==> config.mk <==
export PLATFORM = sky130hd
export DESIGN_NAME = frame_loader_flat
export DESIGN_NICKNAME = d
export VERILOG_FILES = /design/src/rtl/frame_loader_if.sv /design/src/rtl/frame_loader.sv /design/src/flat_wrapper.sv
export SDC_FILE = /design/constraint.sdc
export NUM_CORES = 1
export LEC_CHECK = 0
export CAP_MARGIN = 20
export CELL_PAD_IN_SITES_DETAIL_PLACEMENT = 0
export CELL_PAD_IN_SITES_GLOBAL_PLACEMENT = 2
export CORE_ASPECT_RATIO = 0.9
export CORE_UTILIZATION = 25
export CTS_BUF_LIST = sky130_fd_sc_hd__clkbuf_4
export DETAILED_ROUTE_END_ITERATION = 6
export GPL_TIMING_DRIVEN = 0
export HOLD_SLACK_MARGIN = 0.02
export PLACE_DENSITY = 0.68
export SYNTH_ARGS = -nofsm -noshare
export SYNTH_HDL_FRONTEND = slang
export SYNTH_SLANG_ARGS = --single-unit
==> constraint.sdc <==
create_clock -name clk -period 2.64 [get_ports clk]
set_clock_uncertainty 0.1 [all_clocks]
set_input_delay 0.528 -clock clk [delete_from_list [all_inputs] [get_ports clk]]
set_output_delay 0.528 -clock clk [all_outputs]
set_load 0.02 [all_outputs]
==> src/rtl/frame_loader_if.sv <==
// Cell-stream and banked-write bundle between a pattern source, frame_loader
// and the frame-buffer write ports.
//
// Handshake: a cell moves from source to loader on a rising clk edge exactly
// when s_valid and s_ready are both high. s_ready never depends on s_valid.
// The write side has no back-pressure: write_enable is a one-cycle strobe and
// write_addr/write_data/write_buffer_select are valid whenever it is nonzero.
interface frame_loader_if #(
    parameter int ADDR_WIDTH = 2
);
    logic                  s_valid;
    logic                  s_ready;
    logic                  s_data;
    logic [8:0]            write_enable;
    logic [ADDR_WIDTH-1:0] write_addr;
    logic                  write_data;
    logic                  write_buffer_select;

    // Environment side: pattern source plus frame-buffer write ports.
    modport master (
        output s_valid,
        output s_data,
        input  s_ready,
        input  write_enable,
        input  write_addr,
        input  write_data,
        input  write_buffer_select
    );

    // Loader side.
    modport slave (
        input  s_valid,
        input  s_data,
        output s_ready,
        output write_enable,
        output write_addr,
        output write_data,
        output write_buffer_select
    );
endinterface

==> src/rtl/frame_loader.sv <==
// frame_loader: takes a raster-order stream of 1-bit cells and scatters each
// one into the nine 3x3-interleaved cell banks. Bank = y_pixel*3 + x_pixel,
// block address = y_block*WIDTH_BLOCKS + x_block, matching the read mapping of
// the generation controller. One frame is loaded per accepted start.
module frame_loader #(
    parameter int ADDR_WIDTH            = 2,
    parameter int WIDTH_BLOCKS          = 2,
    parameter int HEIGHT_BLOCKS         = 2,
    parameter int PIXELS_PER_BLOCK      = 3,
    parameter int PIXEL_COUNTER_WIDTH   = 2,
    parameter int BLOCK_X_COUNTER_WIDTH = 1,
    parameter int BLOCK_Y_COUNTER_WIDTH = 1
) (
    input  logic          clk,
    input  logic          reset,
    input  logic          start,
    input  logic          buffer_select,
    frame_loader_if.slave bus,
    output logic          busy,
    output logic          done,
    output logic [1:0]    dbg_state
);

    typedef enum logic [1:0] {
        ST_IDLE = 2'd0,
        ST_LOAD = 2'd1,
        ST_DONE = 2'd2
    } state_t;

    localparam logic [PIXEL_COUNTER_WIDTH-1:0] PX_MAX =
        PIXEL_COUNTER_WIDTH'(PIXELS_PER_BLOCK - 1);
    localparam logic [BLOCK_X_COUNTER_WIDTH-1:0] XB_MAX =
        BLOCK_X_COUNTER_WIDTH'(WIDTH_BLOCKS - 1);
    localparam logic [BLOCK_Y_COUNTER_WIDTH-1:0] YB_MAX =
        BLOCK_Y_COUNTER_WIDTH'(HEIGHT_BLOCKS - 1);
    localparam logic [ADDR_WIDTH-1:0] ROW_STRIDE = ADDR_WIDTH'(WIDTH_BLOCKS);

    state_t state;
    state_t state_next;

    logic [PIXEL_COUNTER_WIDTH-1:0]   x_pixel;
    logic [PIXEL_COUNTER_WIDTH-1:0]   y_pixel;
    logic [BLOCK_X_COUNTER_WIDTH-1:0] x_block;
    logic [BLOCK_Y_COUNTER_WIDTH-1:0] y_block;
    logic [ADDR_WIDTH-1:0]            row_base;

    logic                  s_ready_c;
    logic                  transfer;
    logic                  start_accept;
    logic                  x_end;
    logic                  xb_end;
    logic                  y_end;
    logic                  yb_end;
    logic                  last_cell;
    logic [3:0]            bank_idx;
    logic [ADDR_WIDTH-1:0] block_addr;

    assign bus.s_ready = s_ready_c;
    assign dbg_state   = state;

    // Counter wrap flags; the last cell of a frame is where all four wrap together.
    assign x_end     = (x_pixel == PX_MAX);
    assign xb_end    = (x_block == XB_MAX);
    assign y_end     = (y_pixel == PX_MAX);
    assign yb_end    = (y_block == YB_MAX);
    assign last_cell = x_end & xb_end & y_end & yb_end;

    // Bank is y*3 + x built from a shift and adds so no multiplier is inferred.
    assign bank_idx   = {1'b0, y_pixel, 1'b0} + 4'(y_pixel) + 4'(x_pixel);
    // Row base already carries y_block*WIDTH_BLOCKS, so only x_block is added here.
    assign block_addr = row_base + ADDR_WIDTH'(x_block);

    // State register.
    always_ff @(posedge clk) begin
        if (reset) begin
            state <= ST_IDLE;
        end else begin
            state <= state_next;
        end
    end

    // Next state and state-decoded handshake/status outputs.
    always_comb begin
        state_next   = state;
        s_ready_c    = 1'b0;
        busy         = 1'b0;
        done         = 1'b0;
        transfer     = 1'b0;
        start_accept = 1'b0;
        case (state)
            ST_IDLE: begin
                if (start) begin
                    start_accept = 1'b1;
                    state_next   = ST_LOAD;
                end
            end
            ST_LOAD: begin
                s_ready_c = 1'b1;
                busy      = 1'b1;
                transfer  = bus.s_valid;
                if (bus.s_valid && last_cell) begin
                    state_next = ST_DONE;
                end
            end
            ST_DONE: begin
                busy       = 1'b1;
                done       = 1'b1;
                state_next = ST_IDLE;
            end
            default: begin
                state_next = ST_IDLE;
            end
        endcase
    end

    // Raster counter chain and row base; advances only on an accepted cell.
    always_ff @(posedge clk) begin
        if (reset || start_accept) begin
            x_pixel  <= '0;
            y_pixel  <= '0;
            x_block  <= '0;
            y_block  <= '0;
            row_base <= '0;
        end else if (transfer) begin
            if (!x_end) begin
                x_pixel <= x_pixel + 1'b1;
            end else begin
                x_pixel <= '0;
                if (!xb_end) begin
                    x_block <= x_block + 1'b1;
                end else begin
                    x_block <= '0;
                    if (!y_end) begin
                        y_pixel <= y_pixel + 1'b1;
                    end else begin
                        y_pixel <= '0;
                        if (!yb_end) begin
                            y_block  <= y_block + 1'b1;
                            row_base <= row_base + ROW_STRIDE;
                        end else begin
                            y_block  <= '0;
                            row_base <= '0;
                        end
                    end
                end
            end
        end
    end

    // Registered write port: one strobe per accepted cell, address/data held otherwise.
    always_ff @(posedge clk) begin
        if (reset) begin
            bus.write_enable        <= '0;
            bus.write_addr          <= '0;
            bus.write_data          <= 1'b0;
            bus.write_buffer_select <= 1'b0;
        end else begin
            if (start_accept) begin
                bus.write_buffer_select <= buffer_select;
            end
            if (transfer) begin
                bus.write_enable <= 9'd1 << bank_idx;
                bus.write_addr   <= block_addr;
                bus.write_data   <= bus.s_data;
            end else begin
                bus.write_enable <= '0;
            end
        end
    end

    // A bank strobe must never hit two banks at once.
    assert property (@(posedge clk) $onehot0(bus.write_enable));

    // The source is only ever offered a slot while a frame is being loaded.
    assert property (@(posedge clk) bus.s_ready |-> busy);

endmodule

==> src/flat_wrapper.sv <==
// flat-port wrapper written by rule: the top's interface ports become plain ports
module frame_loader_flat 
#(
    parameter int ADDR_WIDTH            = 2,
    parameter int WIDTH_BLOCKS          = 2,
    parameter int HEIGHT_BLOCKS         = 2,
    parameter int PIXELS_PER_BLOCK      = 3,
    parameter int PIXEL_COUNTER_WIDTH   = 2,
    parameter int BLOCK_X_COUNTER_WIDTH = 1,
    parameter int BLOCK_Y_COUNTER_WIDTH = 1
)
  (clk, reset, start, buffer_select, busy, done, dbg_state, bus_s_valid, bus_s_data, bus_s_ready, bus_write_enable, bus_write_addr, bus_write_data, bus_write_buffer_select);
  frame_loader_if #(.ADDR_WIDTH(ADDR_WIDTH)) bus_i ();
  input  logic clk;
  input  logic reset;
  input  logic start;
  input  logic buffer_select;
  output logic busy;
  output logic done;
  output logic [1:0] dbg_state;
  input wire logic [$bits(bus_i.s_valid)-1:0] bus_s_valid;
  input wire logic [$bits(bus_i.s_data)-1:0] bus_s_data;
  output wire logic [$bits(bus_i.s_ready)-1:0] bus_s_ready;
  output wire logic [$bits(bus_i.write_enable)-1:0] bus_write_enable;
  output wire logic [$bits(bus_i.write_addr)-1:0] bus_write_addr;
  output wire logic [$bits(bus_i.write_data)-1:0] bus_write_data;
  output wire logic [$bits(bus_i.write_buffer_select)-1:0] bus_write_buffer_select;
  assign bus_i.s_valid = bus_s_valid;
  assign bus_i.s_data = bus_s_data;
  assign bus_s_ready = bus_i.s_ready;
  assign bus_write_enable = bus_i.write_enable;
  assign bus_write_addr = bus_i.write_addr;
  assign bus_write_data = bus_i.write_data;
  assign bus_write_buffer_select = bus_i.write_buffer_select;
  frame_loader #(.ADDR_WIDTH(ADDR_WIDTH), .WIDTH_BLOCKS(WIDTH_BLOCKS), .HEIGHT_BLOCKS(HEIGHT_BLOCKS), .PIXELS_PER_BLOCK(PIXELS_PER_BLOCK), .PIXEL_COUNTER_WIDTH(PIXEL_COUNTER_WIDTH), .BLOCK_X_COUNTER_WIDTH(BLOCK_X_COUNTER_WIDTH), .BLOCK_Y_COUNTER_WIDTH(BLOCK_Y_COUNTER_WIDTH)) u_core (.clk(clk), .reset(reset), .start(start), .buffer_select(buffer_select), .bus(bus_i), .busy(busy), .done(done), .dbg_state(dbg_state));
endmodule
======== Yosys cells after proc, flatten, opt, wreduce, memory -nomap -nowiden ========
Index checks and enable logic that the tools add are counted.
storage, ports and cells
  input bits .............................. 6
  word-level logic and storage cells ...... 52
  output and inout port bits .............. 18
  bits in registers ....................... 23
cells by class
  bitwise gates (word level) .............. 4
  muxes and demuxes ....................... 14
  reductions and logical operators ........ 9
  shifts and indexed selects .............. 1
  add/sub/neg operators ................... 8
  eq/ne operators ......................... 6
operators with widths
  kind                                                                count
  2-bit two-way mux                                                   5
  1-bit by 4-bit << shifter with 9-bit output (first input constant)  1
  1-bit two-way mux                                                   8
  2-bit == test (second input constant)                               3
  2-bit by 1-bit adder with 2-bit output (second input constant)      2
  3-bit by 2-bit adder with 4-bit output                              1
  4-bit by 2-bit adder with 4-bit output                              1
  2-bit case mux with 2 select lines                                  1
  2-bit AND reduction                                                 2
  4-bit AND reduction                                                 1
  2-bit OR reduction                                                  2
  1-bit bitwise AND                                                   3
  3-bit AND reduction                                                 1
  1-bit adder (second input constant)                                 2
  2-bit by 1-bit adder with 2-bit output                              1
  2-bit adder (second input constant)                                 1
  2-bit by 1-bit == test with 1-bit output (second input constant)    1
  2-bit zero test                                                     1
  2-bit by 1-bit != test with 1-bit output (second input constant)    1
  2-bit != test (second input constant)                               1
  1-bit logical AND                                                   1
  1-bit logical OR                                                    1
  1-bit NOT                                                           1

======== Depth between registers and ports, before layout ========
Gate-level depths: netlist (run 1).
  depth after elaboration ................. 7
  depth in mapped cells ................... 9

======== Least setup slack after synthesis (run 1) ========
No wires, ideal clock.
  path type ............................... register to register
  start ................................... reg u_core.y_pixel[0]
  end ..................................... reg u_core.bus.write_enable[4]
  required time ........................... 2.467 ns
  cell stages (with the launch flop) ...... 9
  path slack .............................. 0.221 ns
  setup time .............................. 0.073 ns
  period minus slack after synthesis ...... 2.419 ns
  path buffers ............................ 0
  arrival time ............................ 2.246 ns
  path through ............................ dfxtp_1 -> inv_1 -> fa_1 -> inv_1 -> ha_1 -> inv_1 -> fa_1 -> or4_4 -> nor3_2
between the ends
  longest elaborated chain between the ends .. 3
ends and longest elaborated chain
  what                                         RTL line               text
  start: declaration                           frame_loader.sv:42     logic [PIXEL_COUNTER_WIDTH-1:0] y_pixel;
  start signal: assignment                     frame_loader.sv:134    y_pixel <= y_pixel + 1'b1;
  3-bit by 2-bit adder with 4-bit output       frame_loader.sv:69     assign bank_idx = {1'b0, y_pixel, 1'b0} + 4'(y_pixel) + 4'(x_pixel);
  4-bit by 2-bit adder with 4-bit output       frame_loader.sv:69
  1-bit by 4-bit << shifter with 9-bit output  frame_loader.sv:162    bus.write_enable <= 9'd1 << bank_idx;
  end signal: assignment                       frame_loader.sv:162
  end: declaration                             frame_loader_if.sv:35  output write_enable,
Every way passes these cells.
A chain may end at the register's enable or synchronous reset.

======== Worst setup path in the final report (run 1) ========
Same ends and word-level chain as after synthesis.

==> results of run 1 <==
-- metrics by stage --
step	power, mW	TNS (ns)	std cells	setup slack, ns	utilization (%)
floorplan	0.5725	0	110	0.2214	-
global placement	0.6767	0	180	0.1043	32.95
detailed placement	0.6806	0	180	0.07692	32.95
CTS	0.9464	0	184	0.04554	34.24
global route	0.9878	-0.004660	186	-0.004660	34.83
finish	0.9308	0	186	0.09847	34.83
-- layout by cell type, fill, tap and decap left out, drive strengths merged, types with 2 or more instances in the layout --
master | netlist | layout
nor2 | 9 | 9
or4 | 2 | 2
nand3 | 6 | 6
o31ai | 2 | 2
mux2i | 3 | 3
ha | 10 | 10
a21oi | 9 | 9
inv | 9 | 9
nand2b | 7 | 7
nand4b | 3 | 3
fa | 2 | 2
nor3 | 2 | 2
o21ai | 2 | 2
dfxtp | 22 | 22
nand2 | 9 | 9
buf | 2 | 4
clkdlybuf4s50 | 0 | 22
clkbuf | 1 | 4
-- sequential cells by signal (all words and copies together), names as in the netlist --
signal / cells
u_core.y_pixel: 2
u_core.x_block: 1
u_core.dbg_state: 2
u_core.y_block: 1
u_core.bus.write_enable: 9
u_core.bus.write_data: 1
u_core.bus.write_addr: 2
u_core.bus.write_buffer_select: 1
u_core.row_base: 1
u_core.x_pixel: 2
-- metal layers --
metal | part of all wire [%] | wire length, um | vias up
li1 | - | - | 425
met1 | 51 | 1087 | 381
met2 | 44 | 928 | 16
met3 | 2.8 | 60 | 4
met4 | 1.9 | 41 | 0
met5 | 0 | 0 | -
-- power breakdown --
part | leakage, nW | switching (mW) | total, mW | internal (mW)
registers | 0.180 | 0.0170 | 0.366 | 0.349
logic | 0.310 | 0.168 | 0.300 | 0.132
clock network | 0.0279 | 0.111 | 0.265 | 0.154
total | 0.518 | 0.296 | 0.931 | 0.635
-- critical path: stages (launching register included) --
cell,delay (ns)
dfxtp_4,0.37
inv_2,0.05
fa_1,0.53
inv_1,0.04
ha_1,0.20
inv_2,0.06
fa_1,0.42
or4_4,0.57
nor3_2,0.15
-- kinds of logic after synthesis --
group                    after synthesis  share of synthesized area, %
AO/OA/AOI/OAI                         15                         8.715
flip-flops                            22                         41.46
XOR/XNOR                               1                        0.8247
multiplexers                           3                         2.827
AND/OR/NAND/NOR                       43                         24.85
adder cells (fa/ha/maj)               12                         15.55
buffers and inverters                 14                         5.770
-- path summary, 6_finish.rpt --
kind,endpoint,depth (start not counted),from
setup reg to reg,u_core.bus.write_enable[4],8,u_core.y_pixel[0]
hold / removal,u_core.bus.write_data,2,u_core.bus.write_data
setup / recovery,u_core.bus.write_enable[4],8,u_core.y_pixel[0]
hold reg to reg,u_core.bus.write_data,2,u_core.bus.write_data
-- cell type report --
| class | instances | area share, % |
|---|---|---|
| clock inverter | 1 | 2.116 |
| timing repair buffer | 24 | 16.58 |
| tap | 48 | 4.233 |
| inverter | 11 | 2.998 |
| buffer | 3 | 1.323 |
| sequential | 22 | 31.66 |
| multi-input combinational | 74 | 39.51 |
| clock buffer | 3 | 1.587 |
-- what timing repair did --
action	CTS	global route
setup buffers	0	2
endpoints found under the hold margin	0	0
endpoints found under the setup margin	0	4
resized for setup	0	8
==> flow_summary.ini, run 1 <==
[worst_setup_path]
worstSetupEndpointType = flip-flop
r2r_slack_ns = 0.1
worstPathRequired_ns = 2.80
cp_max_fo = 4
worstPathArrival_ns = 2.70
start_kind = flip-flop
worstSetupPathType = reg2reg

[route]
drt_iter0_markers = 31
ant_nets = 0
via_per_inst = 4.441
wl_um = 2117
num_vias = 826
post-route-drc-count = 5
post_drt_wl_per_cell_um = 11.38
drt-pass1-iter-count = 6

[timing]
hold_viol_final = 0
worst_pin_slew_ns = 0.4061
finalCritPeriodShare_pct = 96.27
period_needed_ns = 2.542
fmax_ghz = 0.3935
finalSetupViolCount = 0
holdWs_ns = 0.3606
drv_slew = 0
relSlewSlack_pct = 72.93

[yosys]
synth_ff_type = dfxtp_1
synth.top_cell.area_share_pct = 41.46
yosys-top-cells-count = 22 x dfxtp_1, 10 x ha_1, 9 x a21oi_1, 9 x nor2_1
ys_seq_elements = 22
syn_inst = 110
ys_top_cells_by_area = dfxtp_1 41%, ha_1 12%, a21oi_1 4.2%
ys_async_sr_fraction_pct = 0
synth_nets = 128
ys.warnings.count = 0
yosysMostFrequentCell = dfxtp_1
synth-edff-count = 0
synth_area_per_cell_um2 = 9.657
yosys.area.top_type = dfxtp_1
synth.distinct_cells = 31
netlist_area_um2 = 1062
ys_seq_area_share_pct = 41.46

[die]
coreArea_um2 = 4074
die_area_um2 = 4514
initial_core_util_pct = 26.07
die_w_um = 70.71
fp-row-count = 22
die_h_um = 63.84
io_pins = 24

[cts]
numCtsBuffers = 3
cts_buffer_depth = 2
cts_tree = yes
clkTransAtPathRegs_ns = 0.13
clk-insertion-delay-late_ns = 0.32
ctsHoldBuffers = 0
cts-root-buf = clkbuf_4
htreeDepth = 1
clock_sinks = 22

[run]
maxCapViolCount = 0

[grt]
antenna_found_initial = 0
globalRouteMet3Util_pct = 1.735
grt_first_pass_wirelength_um = 3836
grt_max_degree = 14
overflow = 0
globalRouteMet1Util_pct = 14.66
grtUsageTotal_pct = 10.92
grt_pass1_vias = 849
grt-busiest-layer = met2
grt_use_met2_pct = 16.71

[worst_hold_path]
hold_class = reg2reg

[placement]
gp_congestion = 0.6634
place_hpwl_um = 1573
placed_area_um2 = 1343
portBuffers = 22

[power]
power_density_nw_per_um2 = 656.0
leakagePower_nw = 0.5182
ir_worst_vdd_mv = 0.1998

[cells_and_area]
drive_gt1_share_pct = 17.39
diodes = 0
num-nets-final = 157
fill_cells = 424
multi_input_area_um2 = 560.5
regArea_um2 = 449.2
area_growth_pct = 33.57
stdcell_area_um2 = 1419

[status]
violations = DRC
status = finished with violations
(Power assumes the default switching activity.)
==> run 2: changes to the inputs <==
REMOVE_ABC_BUFFERS = 1   (was unset)
==> run 2 against run 1 <==
  * Critical path type is now reg2out
  * Combinational power down 1%
  * The flow still finishes with violations (DRC)
  * Clock power down 2%
  * First-iteration DRC count down 23%
==> flow_summary.ini, run 2 (synthesized netlist as in run 1, its figures left out) <==
[cells_and_area]
multi_input_area_um2 = 563.0
largest_reg_flops = 9
stdcell_area_um2 = 1399
final_cell_mix = 23 x clkdlybuf4s50_1, 20 x dfxtp_1, 9 x nor2_1, 9 x a21oi_1, 9 x ha_1
drive_gt1_share_pct = 14.07
regArea_um2 = 442.9
post-route-util_pct = 34.34
num-nets-final = 154
diodes = 0
area_growth_pct = 31.68
top_register = u_core.bus.write_enable
fill_cells = 434
final_common_cell = clkdlybuf4s50_1

[placement]
gp_congestion = 0.7468
portBuffers = 23
placed_area_um2 = 1334
place_hpwl_um = 1597

[cts]
htreeDepth = 1
clkTransAtPathRegs_ns = 0.13
cts-root-buf = clkbuf_4
numCtsBuffers = 3
cts_buffer_depth = 2
cts_tree = yes
clk-insertion-delay-late_ns = 0.31
clock_sinks = 22
ctsHoldBuffers = 0

[worst_setup_path]
worstSetupEndpointType = primary output
start_kind = flip-flop
crit_path_top_delay_cell = clkdlybuf4s50_1
cp_max_fo = 14
worstSetupPathType = reg2out
crit_chain = inv_1 -> ha_2 -> clkdlybuf4s50_1
max_stage_delay_ns = 0.67
worstPathArrival_ns = 1.87
worstPathRequired_ns = 2.01

[grt]
grtUsageTotal_pct = 10.06
antenna_found_initial = 0
grt_first_pass_wirelength_um = 3594
overflow = 0
grt_max_degree = 15
grt_pass1_vias = 764

[power]
leakagePower_nw = 0.5092
ir_worst_vdd_mv = 0.2064
power_density_nw_per_um2 = 661.2

[status]
violations = DRC
status = finished with violations

[worst_hold_path]
hold_class = reg2reg

[route]
via_per_inst = 4.486
drt_iter0_markers = 24
drt-pass1-iter-count = 7
post-route-drc-count = 4
num_vias = 821
post_drt_wl_per_cell_um = 11.78
ant_nets = 0
wl_um = 2155

[timing]
relSlewSlack_pct = 74.77
finalCritPeriodShare_pct = 94.73
drv_slew = 0
hold_viol_final = 0
holdWs_ns = 0.3631
period_needed_ns = 2.501
fmax_ghz = 0.3998
finalSetupViolCount = 0
rsz0062_at_grt = no
worst_pin_slew_ns = 0.3773
fin_tns_setup_ns = 0

[die]
io_pins = 24
die_area_um2 = 4514
die_w_um = 70.71
die_h_um = 63.84
coreArea_um2 = 4074
initial_core_util_pct = 26.07
fp-row-count = 22

[run]
maxCapViolCount = 0
[run 2: changes by cell type in the layout (fill, tap and decap cells not counted), moves of 2 or more]
cell,change
buf_4,-3
inv_1,+2
dfxtp_4,-2
inv_2,-2
[run 2: report_power, final]
| group | switching (mW) | total [mW] | internal [mW] | leakage (nW) |
|---|---|---|---|---|
| logic | 0.167 | 0.296 | 0.129 | 0.302 |
| clock network | 0.106 | 0.260 | 0.153 | 0.0279 |
| registers | 0.0186 | 0.369 | 0.351 | 0.179 |
| total | 0.292 | 0.925 | 0.633 | 0.509 |
[run 2: layout make-up]
class / instances / area share [%]
clock buffer: 3 / 1.610
clock inverter: 1 / 2.147
inverter: 11 / 3.041
multi-input combinational: 74 / 40.25
sequential: 22 / 31.66
timing repair buffer: 24 / 16.99
tap: 48 / 4.293
[run 2: worst max-delay path: cells and delay by family (launching register included)]
family | cells | cell delay [ns]
flip-flops | 1 | 0.36
buffers and inverters | 2 | 0.80
adder cells (fa/ha/maj) | 1 | 0.40
[run 2: timing repair]
item / CTS / global route
gates cloned: 0 / 0
buffers inserted: 0 / 1
pin swaps: 0 / 0
gates resized for setup: 1 / 3
setup endpoints to repair: 1 / 6
[run 2: routing by layer]
metal  GRT usage (%)  vias up  share of wire, %
met4           4.500        0               1.1
met3           1.577        2               3.3
li1                -      423                 -
met1           14.11      381                53
met2           15.14       15                43
met5               0        -                 0
[run 2: worst paths after layout]
| path | startpoint | end | slack (ns) | cells past startpoint |
|---|---|---|---|---|
| worst max-delay path | u_core.dbg_state[1] | bus_s_ready | 0.14 | 3 |
| worst min-delay path | u_core.bus.write_data | u_core.bus.write_data | 0.36 | 2 |
| worst max register to register | u_core.y_pixel[1] | u_core.bus.write_enable[5] | 0.15 | 8 |
| worst min register to register | u_core.bus.write_data | u_core.bus.write_data | 0.36 | 2 |
[run 2: through the flow]
| stage | setup WS [ns] | cells | power, mW |
|---|---|---|---|
| 2_1_floorplan | 0.2214 | 107 | 0.5608 |
| 3_3_place_gp | 0.1050 | 178 | 0.6680 |
| 3_5_place_dp | 0.06941 | 178 | 0.6751 |
| 4_1_cts | 0.04050 | 182 | 0.9411 |
| 5_1_grt | 0.02569 | 183 | 0.9780 |
| 6_report | 0.1390 | 183 | 0.9250 |
